## src/rtl/bcd_event_counter_pkg.sv

```systemverilog
// Shared definitions for the BCD event counter.
//   BCD_W    : bits per BCD digit
//   BCD_MAX  : largest legal digit value
//   packed_w : width of a packed all-channel count vector
package bcd_event_counter_pkg;

  localparam int         BCD_W   = 4;
  localparam logic [3:0] BCD_MAX = 4'd9;

  function automatic int packed_w(input int num_ch, input int num_digits);
    return num_ch * num_digits * BCD_W;
  endfunction

endpackage

```

## src/rtl/bcd_counter_chain.sv

```systemverilog
// One channel's BCD counter: NUM_DIGITS cascaded decimal digits.
// Ports:
//   clk, reset_n : clock, asynchronous active-low reset
//   inc          : single-cycle increment request
//   clear        : synchronous clear, wins over inc
//   digits       : packed BCD value, digit 0 in the LSBs
//   wrap         : combinational, high when inc arrives at all-nines
// SAT_MODE = 0 wraps to zero at end of range, 1 holds at all-nines.
module bcd_counter_chain
  import bcd_event_counter_pkg::*;
#(
  parameter int NUM_DIGITS = 4,
  parameter int SAT_MODE   = 0
) (
  input  logic                        clk,
  input  logic                        reset_n,
  input  logic                        inc,
  input  logic                        clear,
  output logic [NUM_DIGITS*BCD_W-1:0] digits,
  output logic                        wrap
);

  logic [NUM_DIGITS*BCD_W-1:0] digits_next;
  logic                        carry;

  // Ripple the carry through every digit in one cycle. A digit at or
  // above nine rolls to zero, so an out-of-range digit can never persist.
  always_comb begin
    digits_next = digits;
    carry       = inc;
    for (int d = 0; d < NUM_DIGITS; d++) begin
      if (carry) begin
        if (digits[d*BCD_W +: BCD_W] >= BCD_MAX) begin
          digits_next[d*BCD_W +: BCD_W] = '0;
        end else begin
          digits_next[d*BCD_W +: BCD_W] = digits[d*BCD_W +: BCD_W] + 4'd1;
          carry                         = 1'b0;
        end
      end
    end
    wrap = carry;
    if (SAT_MODE != 0 && carry) begin
      digits_next = digits;
    end
  end

  always_ff @(posedge clk or negedge reset_n) begin
    if (!reset_n) begin
      digits <= '0;
    end else if (clear) begin
      digits <= '0;
    end else begin
      digits <= digits_next;
    end
  end

endmodule

```

## src/rtl/bcd_event_counter.sv

```systemverilog
// Multi-channel BCD event counter with snapshot.
// Ports:
//   clk, reset_n : clock, asynchronous active-low reset
//   event_in     : raw asynchronous event levels, one per channel
//   enable       : per-channel count enable
//   clear        : per-channel synchronous clear of count and overflow
//   latch        : copies all live counts into snapshot on the next edge
//   count        : live BCD counts, channel 0 in the LSBs
//   snapshot     : latched BCD counts, same packing as count
//   snap_valid   : one-cycle pulse when snapshot updates
//   overflow     : sticky per-channel end-of-range flag
// A rising event edge changes count three clocks after it is sampled:
// two synchroniser flops, then the edge register/counter update.
module bcd_event_counter
  import bcd_event_counter_pkg::*;
#(
  parameter int NUM_CH     = 4,
  parameter int NUM_DIGITS = 4,
  parameter int SAT_MODE   = 0
) (
  input  logic                                  clk,
  input  logic                                  reset_n,
  input  logic [NUM_CH-1:0]                     event_in,
  input  logic [NUM_CH-1:0]                     enable,
  input  logic [NUM_CH-1:0]                     clear,
  input  logic                                  latch,
  output logic [packed_w(NUM_CH,NUM_DIGITS)-1:0] count,
  output logic [packed_w(NUM_CH,NUM_DIGITS)-1:0] snapshot,
  output logic                                  snap_valid,
  output logic [NUM_CH-1:0]                     overflow
);

  localparam int CW = NUM_DIGITS * BCD_W;

  logic [NUM_CH-1:0] sync_1;
  logic [NUM_CH-1:0] sync_2;
  logic [NUM_CH-1:0] edge_q;
  logic [NUM_CH-1:0] inc;
  logic [NUM_CH-1:0] count_inc;
  logic [NUM_CH-1:0] wrap;
  logic [2:0]        prime_q;

  // The synchroniser and edge register always run, independent of
  // enable, so re-enabling a channel never sees a stale edge.
  always_ff @(posedge clk or negedge reset_n) begin
    if (!reset_n) begin
      sync_1 <= '0;
      sync_2 <= '0;
      edge_q <= '0;
    end else begin
      sync_1 <= event_in;
      sync_2 <= sync_1;
      edge_q <= sync_2;
    end
  end

  // Edge detection is held off until the pipeline has been refilled
  // after reset, so a level already high at release is not an edge.
  always_ff @(posedge clk or negedge reset_n) begin
    if (!reset_n) begin
      prime_q <= '0;
    end else begin
      prime_q <= {prime_q[1:0], 1'b1};
    end
  end

  assign inc       = sync_2 & ~edge_q & {NUM_CH{prime_q[2]}};
  assign count_inc = inc & enable;

  for (genvar g = 0; g < NUM_CH; g++) begin : g_ch
    bcd_counter_chain #(
      .NUM_DIGITS (NUM_DIGITS),
      .SAT_MODE   (SAT_MODE)
    ) u_chain (
      .clk     (clk),
      .reset_n (reset_n),
      .inc     (count_inc[g]),
      .clear   (clear[g]),
      .digits  (count[g*CW +: CW]),
      .wrap    (wrap[g])
    );
  end

  // Clear wins over a same-cycle end-of-range increment.
  always_ff @(posedge clk or negedge reset_n) begin
    if (!reset_n) begin
      overflow <= '0;
    end else begin
      overflow <= (overflow | wrap) & ~clear;
    end
  end

  // Snapshot samples the registered count, so it always captures the
  // value from before any same-cycle increment or clear.
  always_ff @(posedge clk or negedge reset_n) begin
    if (!reset_n) begin
      snapshot   <= '0;
      snap_valid <= 1'b0;
    end else begin
      if (latch) begin
        snapshot <= count;
      end
      snap_valid <= latch;
    end
  end

endmodule
```

## config.mk

```make
export PLATFORM = sky130hd
export DESIGN_NAME = bcd_event_counter
export DESIGN_NICKNAME = d
export VERILOG_FILES = /design/src/rtl/bcd_event_counter_pkg.sv /design/src/rtl/bcd_counter_chain.sv /design/src/rtl/bcd_event_counter.sv
export SDC_FILE = /design/constraint.sdc
export NUM_CORES = 1
export LEC_CHECK = 0
export CAP_MARGIN = 20
export CELL_PAD_IN_SITES_DETAIL_PLACEMENT = 1
export CELL_PAD_IN_SITES_GLOBAL_PLACEMENT = 1
export CORE_ASPECT_RATIO = 1.5
export CORE_UTILIZATION = 30
export CTS_BUF_LIST = sky130_fd_sc_hd__clkbuf_8
export DETAILED_ROUTE_END_ITERATION = 8
export PLACE_DENSITY_LB_ADDON = 0.25
export SLEW_MARGIN = 20
export SYNTH_ARGS = -nofsm -noshare
export SYNTH_HDL_FRONTEND = slang
export SYNTH_SLANG_ARGS = --single-unit
```

## constraint.sdc

```tcl
create_clock -name clk -period 3.5 [get_ports clk]
set_input_delay 0.525 -clock clk [delete_from_list [all_inputs] [get_ports clk]]
set_output_delay 0.525 -clock clk [all_outputs]
set_load 0.01 [all_outputs]
```

==> out/qor.csv, run 1 <==
stage,metric,value,unit
layout,share of layout cells above drive strength 1,0.151,
synth,"Async S/R FF share, synth",1.00,
pwr,share of total power in the clock network,0.425,
clocking,clock latency on the worst-skew pair,0.47,ns
timing,TNS Setup,0,ns
synth,number of enable-type register cells in the synthesized netlist,0,
critical_path,critical path data required time,3.88,ns
clocking,number of buffers created by CTS,17,
clocking,count of hold buffers inserted by post-cts repair,0,
pwr,highest ir drop seen on vdd,0.000188,V
pwr,total internal power,2.50,mW
clocking,clk sink count,148,
synth,Avg Synthesized Cell Area,11.3,sq um
hold_path,Min-Delay Path Class,in -> async,
detailed_routing,DR WL/cell,17.1,um
clocking,clock tree buffer depth,2,
timing,minimum period implied by the final worst setup slack,2.28,ns
layout,"Non-Filler Cell Area, Final",0.00934,sq mm
timing,final period utilization,0.651,
clocking,"CTS clk-pin slew, worst paths",0.09,ns
flow_run,Max Cap Violations,0,
synth,cells taking the most area after synthesis,"sky130_fd_sc_hd__dfrtp_1 52%, sky130_fd_sc_hd__mux2_2 10%, sky130_fd_sc_hd__ha_1 8.4%",
clocking,clock root buffer,sky130_fd_sc_hd__clkbuf_8,
timing,unrepaired setup endpoints after global routing,no,
critical_path,CP Launch Type,flop,
synth,Synth top cells by count,"148 x sky130_fd_sc_hd__dfrtp_1, 65 x sky130_fd_sc_hd__mux2_2, 48 x sky130_fd_sc_hd__ha_1, 45 x sky130_fd_sc_hd__inv_1, 44 x sky130_fd_sc_hd__a21oi_1",
layout,number of antenna repair diodes,0,
synth,number of synthesized register bits,148,
critical_path,worst setup path class,reg -> reg,
critical_path,maximum fanout encountered on the critical timing path,15,
global_routing,GRT Residual Overflow,0,
outcome,outcome,finished clean,
synth,YS warnings,0,
synth,post-synthesis cell count,629,
pwr,combinational cell fraction of total power,0.047,
place,GPL Wtd Cong,0.769,
layout,fill cell count,2558,
global_routing,via count of the first global-routing pass,6024,
layout,final cell utilization of the core,0.404,
detailed_routing,drc violations,0,
timing,count of endpoints failing setup in the final report,0,
critical_path,Setup crit end kind,flop,
layout,"number of standard cells in the layout, taps in and fillers out",1101,
timing,headroom to the max-slew limit,0.389,
clocking,Post-CTS Setup Repair Bufs,0,
pwr,Pwr per Cell Area,353,mW/mm^2
pwr,Switching Fraction,0.240,
timing,Setup Skew,0.0164,ns
detailed_routing,number of routed nets with antenna violations,0,
synth,Synthesized Nets,692,
layout,post-layout net count,836,
pwr,power dissipated by switching net loads,792,uW
detailed_routing,number of vias per cell,4.96,
die,count of standard-cell rows,68,
synth,library cell occupying the most area in the post-synthesis netlist,sky130_fd_sc_hd__dfrtp_1,
place,Inst Count DP,1069,
layout,register cell area after layout,0.00370,sq mm
place,cell area reported after detailed placement,0.00892,sq mm
die,floorplan die area,0.0244,sq mm
detailed_routing,TritonRoute pass-1 iters,4,
synth,ys flop type,sky130_fd_sc_hd__dfrtp_1,
critical_path,flop2flop setup slack,1.22,ns
detailed_routing,First DRT Iteration DRCs,250,
timing,actual slew at the worst max-slew pin,0.916,ns
synth,top-area cell type share of the netlist area,0.520,
pwr,Flop pwr share,0.529,
detailed_routing,final wirelength,18800,um
die,die span in x,128,um
pwr,Leak Pwr,4.02,nW
global_routing,pin count of the biggest net entering global routing,82,
clocking,TritonCTS clock tree,yes,
global_routing,aggregate global-route resource usage,0.164,
global_routing,number of antenna violations at the first check in global routing,0,
clocking,Resize count post-CTS,0,
global_routing,wire length of the first global-routing pass,31500,um
die,core footprint,0.0231,sq mm
timing,final-report max-slew violation count,0,
detailed_routing,number of vias in the routed layout,5459,
synth,most used standard cell by instance count after synthesis,sky130_fd_sc_hd__dfrtp_1,
synth,number of different library cells in the post-synthesis netlist,51,
die,height of the chip,191,um
place,Port Buf Inserts,147,
die,starting density of the core,0.308,
layout,multi-input combinational cell area,0.00315,sq mm
timing,fmax,0.439,GHz
synth,Mapped Area,0.00713,sq mm
clocking,Clock H-tree levels,4,
die,I/O pin total,148,
critical_path,critical path arrival,2.65,ns
place,detailed placer's ending HPWL,13300,um
layout,area added between synthesis and finish,31.0,%
timing,Final Hold Violating Endpoints,0,
synth,sequential-to-total area share from yosys stat,0.520,
[worst max-delay path, stage by stage, from the launching register on]
cell and delay (ns):
sky130_fd_sc_hd__dfrtp_1 0.46, sky130_fd_sc_hd__inv_1 0.09, sky130_fd_sc_hd__ha_1 0.19, sky130_fd_sc_hd__or3b_2 0.25, sky130_fd_sc_hd__nand3_1 0.38, sky130_fd_sc_hd__or4_1 0.64, sky130_fd_sc_hd__a21oi_1 0.17
[layout make-up]
type	instances	area share
clock inverters	14	0.0175
multi-input cells	410	0.337
well taps	315	0.0422
inverters	45	0.0181
clock buffers	18	0.0265
repair buffers	151	0.162
flip-flops and latches	148	0.397
[power groups by stage]
stage          clock [mW]  combinational, mW  sequential, mW
3_5_place_dp            0              0.160            1.78
5_1_grt              1.52              0.172            1.74
2_1_floorplan           0             0.0657            1.77
3_3_place_gp            0              0.155            1.78
6_report             1.40              0.154            1.74
4_1_cts              1.47              0.160            1.74
[through the flow]
stage | worst slack [ns] | power (mW) | hold WS (ns)
2_1_floorplan | 1.45 | 1.84 | 0.229
3_3_place_gp | 0.953 | 1.93 | 0.332
3_5_place_dp | 0.841 | 1.94 | 0.336
4_1_cts | 1.17 | 3.38 | 0.115
5_1_grt | 1.03 | 3.43 | 0.145
6_report | 1.22 | 3.30 | 0.0997
[cells by family after synthesis]
logic type | synth area share
muxes | 0.105
other | 0.000526
DFF | 0.520
adders and majority gates | 0.0843
AOI/OAI and AO/OA | 0.0944
xor gates and xnor gates | 0.0111
and+or+nand+nor | 0.145
buffers and inverters | 0.0393
[per-layer routing]
layer	up-vias	part of all wire	track usage
li1	2534	-	-
met1	2822	0.40	0.182
met2	86	0.56	0.304
met3	17	0.027	0.0334
met4	0	0.015	0.0588
met5	-	0	0
[flip-flops by register name, indices dropped and copies added, names as in the netlist]
register,count
prime_q,3
snap_valid,1
g_ch.u_chain.digits,64
sync_2,4
edge_q,4
overflow,4
snapshot,64
sync_1,4
[layout by cell type, fill, tap and decap left out, types with 4 or more instances in the layout]
master,n
sky130_fd_sc_hd__clkdlybuf4s50_1,145
sky130_fd_sc_hd__nor2_1,22
sky130_fd_sc_hd__inv_1,47
sky130_fd_sc_hd__and2_1,6
sky130_fd_sc_hd__a21oi_1,44
sky130_fd_sc_hd__nand3_1,26
sky130_fd_sc_hd__nand2_1,33
sky130_fd_sc_hd__or3b_2,13
sky130_fd_sc_hd__nor3b_1,5
sky130_fd_sc_hd__o21ai_0,19
sky130_fd_sc_hd__a41oi_1,4
sky130_fd_sc_hd__o31ai_1,7
sky130_fd_sc_hd__xor2_1,4
sky130_fd_sc_hd__mux2_2,65
sky130_fd_sc_hd__dfrtp_1,148
sky130_fd_sc_hd__nand2b_1,4
sky130_fd_sc_hd__a21boi_0,4
sky130_fd_sc_hd__nand4_1,18
sky130_fd_sc_hd__or4_1,6
sky130_fd_sc_hd__buf_4,4
sky130_fd_sc_hd__nand4b_1,5
sky130_fd_sc_hd__nor3_1,17
sky130_fd_sc_hd__o41ai_1,5
sky130_fd_sc_hd__clkinvlp_4,4
sky130_fd_sc_hd__xnor2_1,5
sky130_fd_sc_hd__and3_1,7
sky130_fd_sc_hd__clkbuf_8,18
sky130_fd_sc_hd__or3_1,4
sky130_fd_sc_hd__ha_1,48
[worst paths after layout]
kind                       cells past startpoint                                   from                                     end
min                                            1                                reset_n   g_ch[0].u_chain.digits[5]$_DFFE_PN0P_
max reg2reg                                    6  g_ch[1].u_chain.digits[0]$_DFFE_PN0P_  g_ch[1].u_chain.digits[15]$_DFFE_PN0P_
min in group clk                               0                   prime_q[1]$_DFF_PN0_                    prime_q[2]$_DFF_PN0_
min reg2reg                                    0                   prime_q[1]$_DFF_PN0_                    prime_q[2]$_DFF_PN0_
max in group asynchronous                      2                                reset_n                snapshot[39]$_DFFE_PN0P_
max                                            6  g_ch[1].u_chain.digits[0]$_DFFE_PN0P_  g_ch[1].u_chain.digits[15]$_DFFE_PN0P_
No activity file was read; power rests on OpenSTA's default activity.
==> inputs of run 2 (changes only) <==
Clock period 3.5 ns to 2.3 ns, I/O delays scaled along.
==> run 2 against run 1 <==
Against the previous run: non-clock buffer count rose by 34; clock power rose by 83%; count of clock-buffer cells in the layout rose by 4; via count rose by 2.5%; critical path depth rose by 1; combinational power rose by 68%; sequential power rose by 52%; critical path type unchanged.
==> out/qor.csv, run 2 (synthesis results as in run 1) <==
stage,metric,value,unit
outcome,outcome,finished clean,
layout,number of antenna repair diodes,0,
critical_path,critical path data required time,2.65,ns
layout,fill cell count,2585,
critical_path,slowest cell delay on critical path,0.49,ns
layout,"leading cell type in the layout, fill and taps excluded",sky130_fd_sc_hd__dfrtp_1,
critical_path,flop2flop setup slack,0.14,ns
clocking,number of buffers created by CTS,17,
die,floorplan die area,0.0244,sq mm
timing,minimum period implied by the final worst setup slack,2.16,ns
timing,fmax,0.464,GHz
clocking,"CTS clk-pin slew, worst paths",0.08,ns
critical_path,cells traversed along the worst timing path,inv_1 > ha_1 > or3b_2 > nand3_1 > nor3_1 > buf_4 > a41o_1,
die,starting density of the core,0.308,
pwr,Leak Pwr,4.26,nW
layout,most used cells in the layout excluding fill and tap cells,"148 x sky130_fd_sc_hd__dfrtp_1, 145 x sky130_fd_sc_hd__clkdlybuf4s50_1, 65 x sky130_fd_sc_hd__mux2_2, 48 x sky130_fd_sc_hd__ha_1, 46 x sky130_fd_sc_hd__inv_1",
critical_path,cell family contributing the most delay on the critical path,simple AND/OR/NAND/NOR gates,
clocking,clock tree buffer depth,2,
global_routing,via count of the first global-routing pass,6189,
layout,share of layout cells above drive strength 1,0.185,
timing,count of endpoints failing setup in the final report,0,
hold_path,Hold Path End,sync_1[3]$_DFF_PN0_,
timing,headroom to the max-slew limit,0.540,
die,count of standard-cell rows,68,
detailed_routing,DR WL/cell,16.9,um
clocking,clock latency on the worst-skew pair,0.47,ns
flow_run,Max Cap Violations,0,
die,height of the chip,191,um
timing,final period utilization,0.938,
critical_path,r2r startpoint,g_ch[3].u_chain.digits[0]$_DFFE_PN0P_,
timing,actual slew at the worst max-slew pin,0.687,ns
timing,Final Hold Violating Endpoints,0,
critical_path,launch point of the worst path,g_ch[3].u_chain.digits[0]$_DFFE_PN0P_,
critical_path,worst setup path class,reg -> reg,
detailed_routing,number of vias per cell,4.93,
pwr,highest ir drop seen on vdd,0.000352,V
layout,post-layout net count,870,
place,GPL Wtd Cong,0.847,
critical_path,"slowest stage cell, crit path",sky130_fd_sc_hd__or3b_2,
global_routing,wire length of the first global-routing pass,32400,um
hold_path,Min-Delay Path Class,in -> reg,
timing,final-report max-slew violation count,0,
place,detailed placer's ending HPWL,13900,um
critical_path,Setup crit end kind,flop,
timing,Setup Skew,0.0139,ns
pwr,Pwr per Cell Area,563,mW/mm^2
detailed_routing,drc violations,0,
critical_path,Crit path buffers/inverters,2,
detailed_routing,First DRT Iteration DRCs,248,
clocking,Clock H-tree levels,4,
detailed_routing,TritonRoute pass-1 iters,5,
detailed_routing,final wirelength,19200,um
die,die span in x,128,um
critical_path,critical path arrival,2.51,ns
timing,TNS Setup,0,ns
clocking,clock root buffer,sky130_fd_sc_hd__clkbuf_8,
die,I/O pin total,148,
hold_path,start point of the worst min-delay path,event_in[3],
clocking,TritonCTS clock tree,yes,
global_routing,pin count of the biggest net entering global routing,56,
global_routing,GRT Residual Overflow,0,
place,Port Buf Inserts,147,
timing,unrepaired setup endpoints after global routing,no,
detailed_routing,number of vias in the routed layout,5595,
layout,area added between synthesis and finish,36.0,%
detailed_routing,number of routed nets with antenna violations,0,
critical_path,Reg-to-Reg End,g_ch[3].u_chain.digits[13]$_DFFE_PN0P_,
hold_path,cell count of the worst hold path,1,
layout,registers with the most flip-flops,"g_ch.u_chain.digits x64, snapshot x64",
critical_path,CP Launch Type,flop,
critical_path,reg2reg path depth,7,
pwr,overall power of the completed layout,5.46,mW
global_routing,aggregate global-route resource usage,0.168,
clocking,Resize count post-CTS,0,
critical_path,maximum fanout encountered on the critical timing path,8,
clocking,clk sink count,148,
global_routing,number of antenna violations at the first check in global routing,0,
die,core footprint,0.0231,sq mm
-- run 2: how the worst max path moves through the flow --
| stage | slack (ns) | depth (start not counted) | to |
|---|---|---|---|
| 2_1_floorplan | 0.25 | 7 | g_ch[0].u_chain.digits[11]$_DFFE_PN0P_ |
| 3_3_place_gp | 0.08 | 6 | g_ch[0].u_chain.digits[14]$_DFFE_PN0P_ |
| 3_5_place_dp | 0.08 | 6 | g_ch[0].u_chain.digits[14]$_DFFE_PN0P_ |
| 4_1_cts | 0.16 | 7 | g_ch[3].u_chain.digits[13]$_DFFE_PN0P_ |
| 5_1_grt | 0.03 | 7 | g_ch[3].u_chain.digits[13]$_DFFE_PN0P_ |
| 6_report | 0.14 | 7 | g_ch[3].u_chain.digits[13]$_DFFE_PN0P_ |
-- run 2: timing repair --
item                                   in CTS  in global routing
setup buffers                               0                  0
endpoints found under the hold margin      49                  0
hold buffers                                1                  0
-- run 2: cell type report --
class                      instances  area [sq um]  area share
multi-input combinational        410          3140       0.324
tap                              315           394      0.0407
clock inverter                    10           199      0.0205
clock buffer                      22           303      0.0312
inverter                          45           169      0.0174
sequential                       148          3700       0.382
timing repair buffer             185          1780       0.184
-- run 2: power by group --
part / total, mW / internal (mW) / switching, mW
Combinational: 0.258 / 0.109 / 0.150
Sequential: 2.65 / 2.63 / 0.0225
Clock: 2.56 / 1.54 / 1.02
-- run 2: stage by stage --
step	area, sq um	hold slack (ns)	utilization	setup WS, ns	cells
6_report	9700	0.319	0.419	0.143	1135
5_1_grt	9700	0.285	0.419	0.0285	1135
4_1_cts	9700	0.279	0.419	0.160	1135
3_5_place_dp	9180	0.336	0.397	0.0778	1102
3_3_place_gp	9180	0.332	0.397	0.0820	1102
2_1_floorplan	7130	0.0494	-	0.248	629
-- run 2: layer usage --
metal / global-route usage / up-vias / wire [um]
met1: 0.187 / 2874 / 7820
met5: 0 / - / 0
met2: 0.314 / 96 / 10500
met4: 0.0584 / 0 / 339
met3: 0.0340 / 24 / 557
li1: - / 2601 / -
==> inputs of run 3 (changes only) <==
Settings changed: CTS_CLUSTER_DIAMETER set to 100.
==> results of run 3 <==
No change in the layout: final DEF, timing and power equal those of run 2.
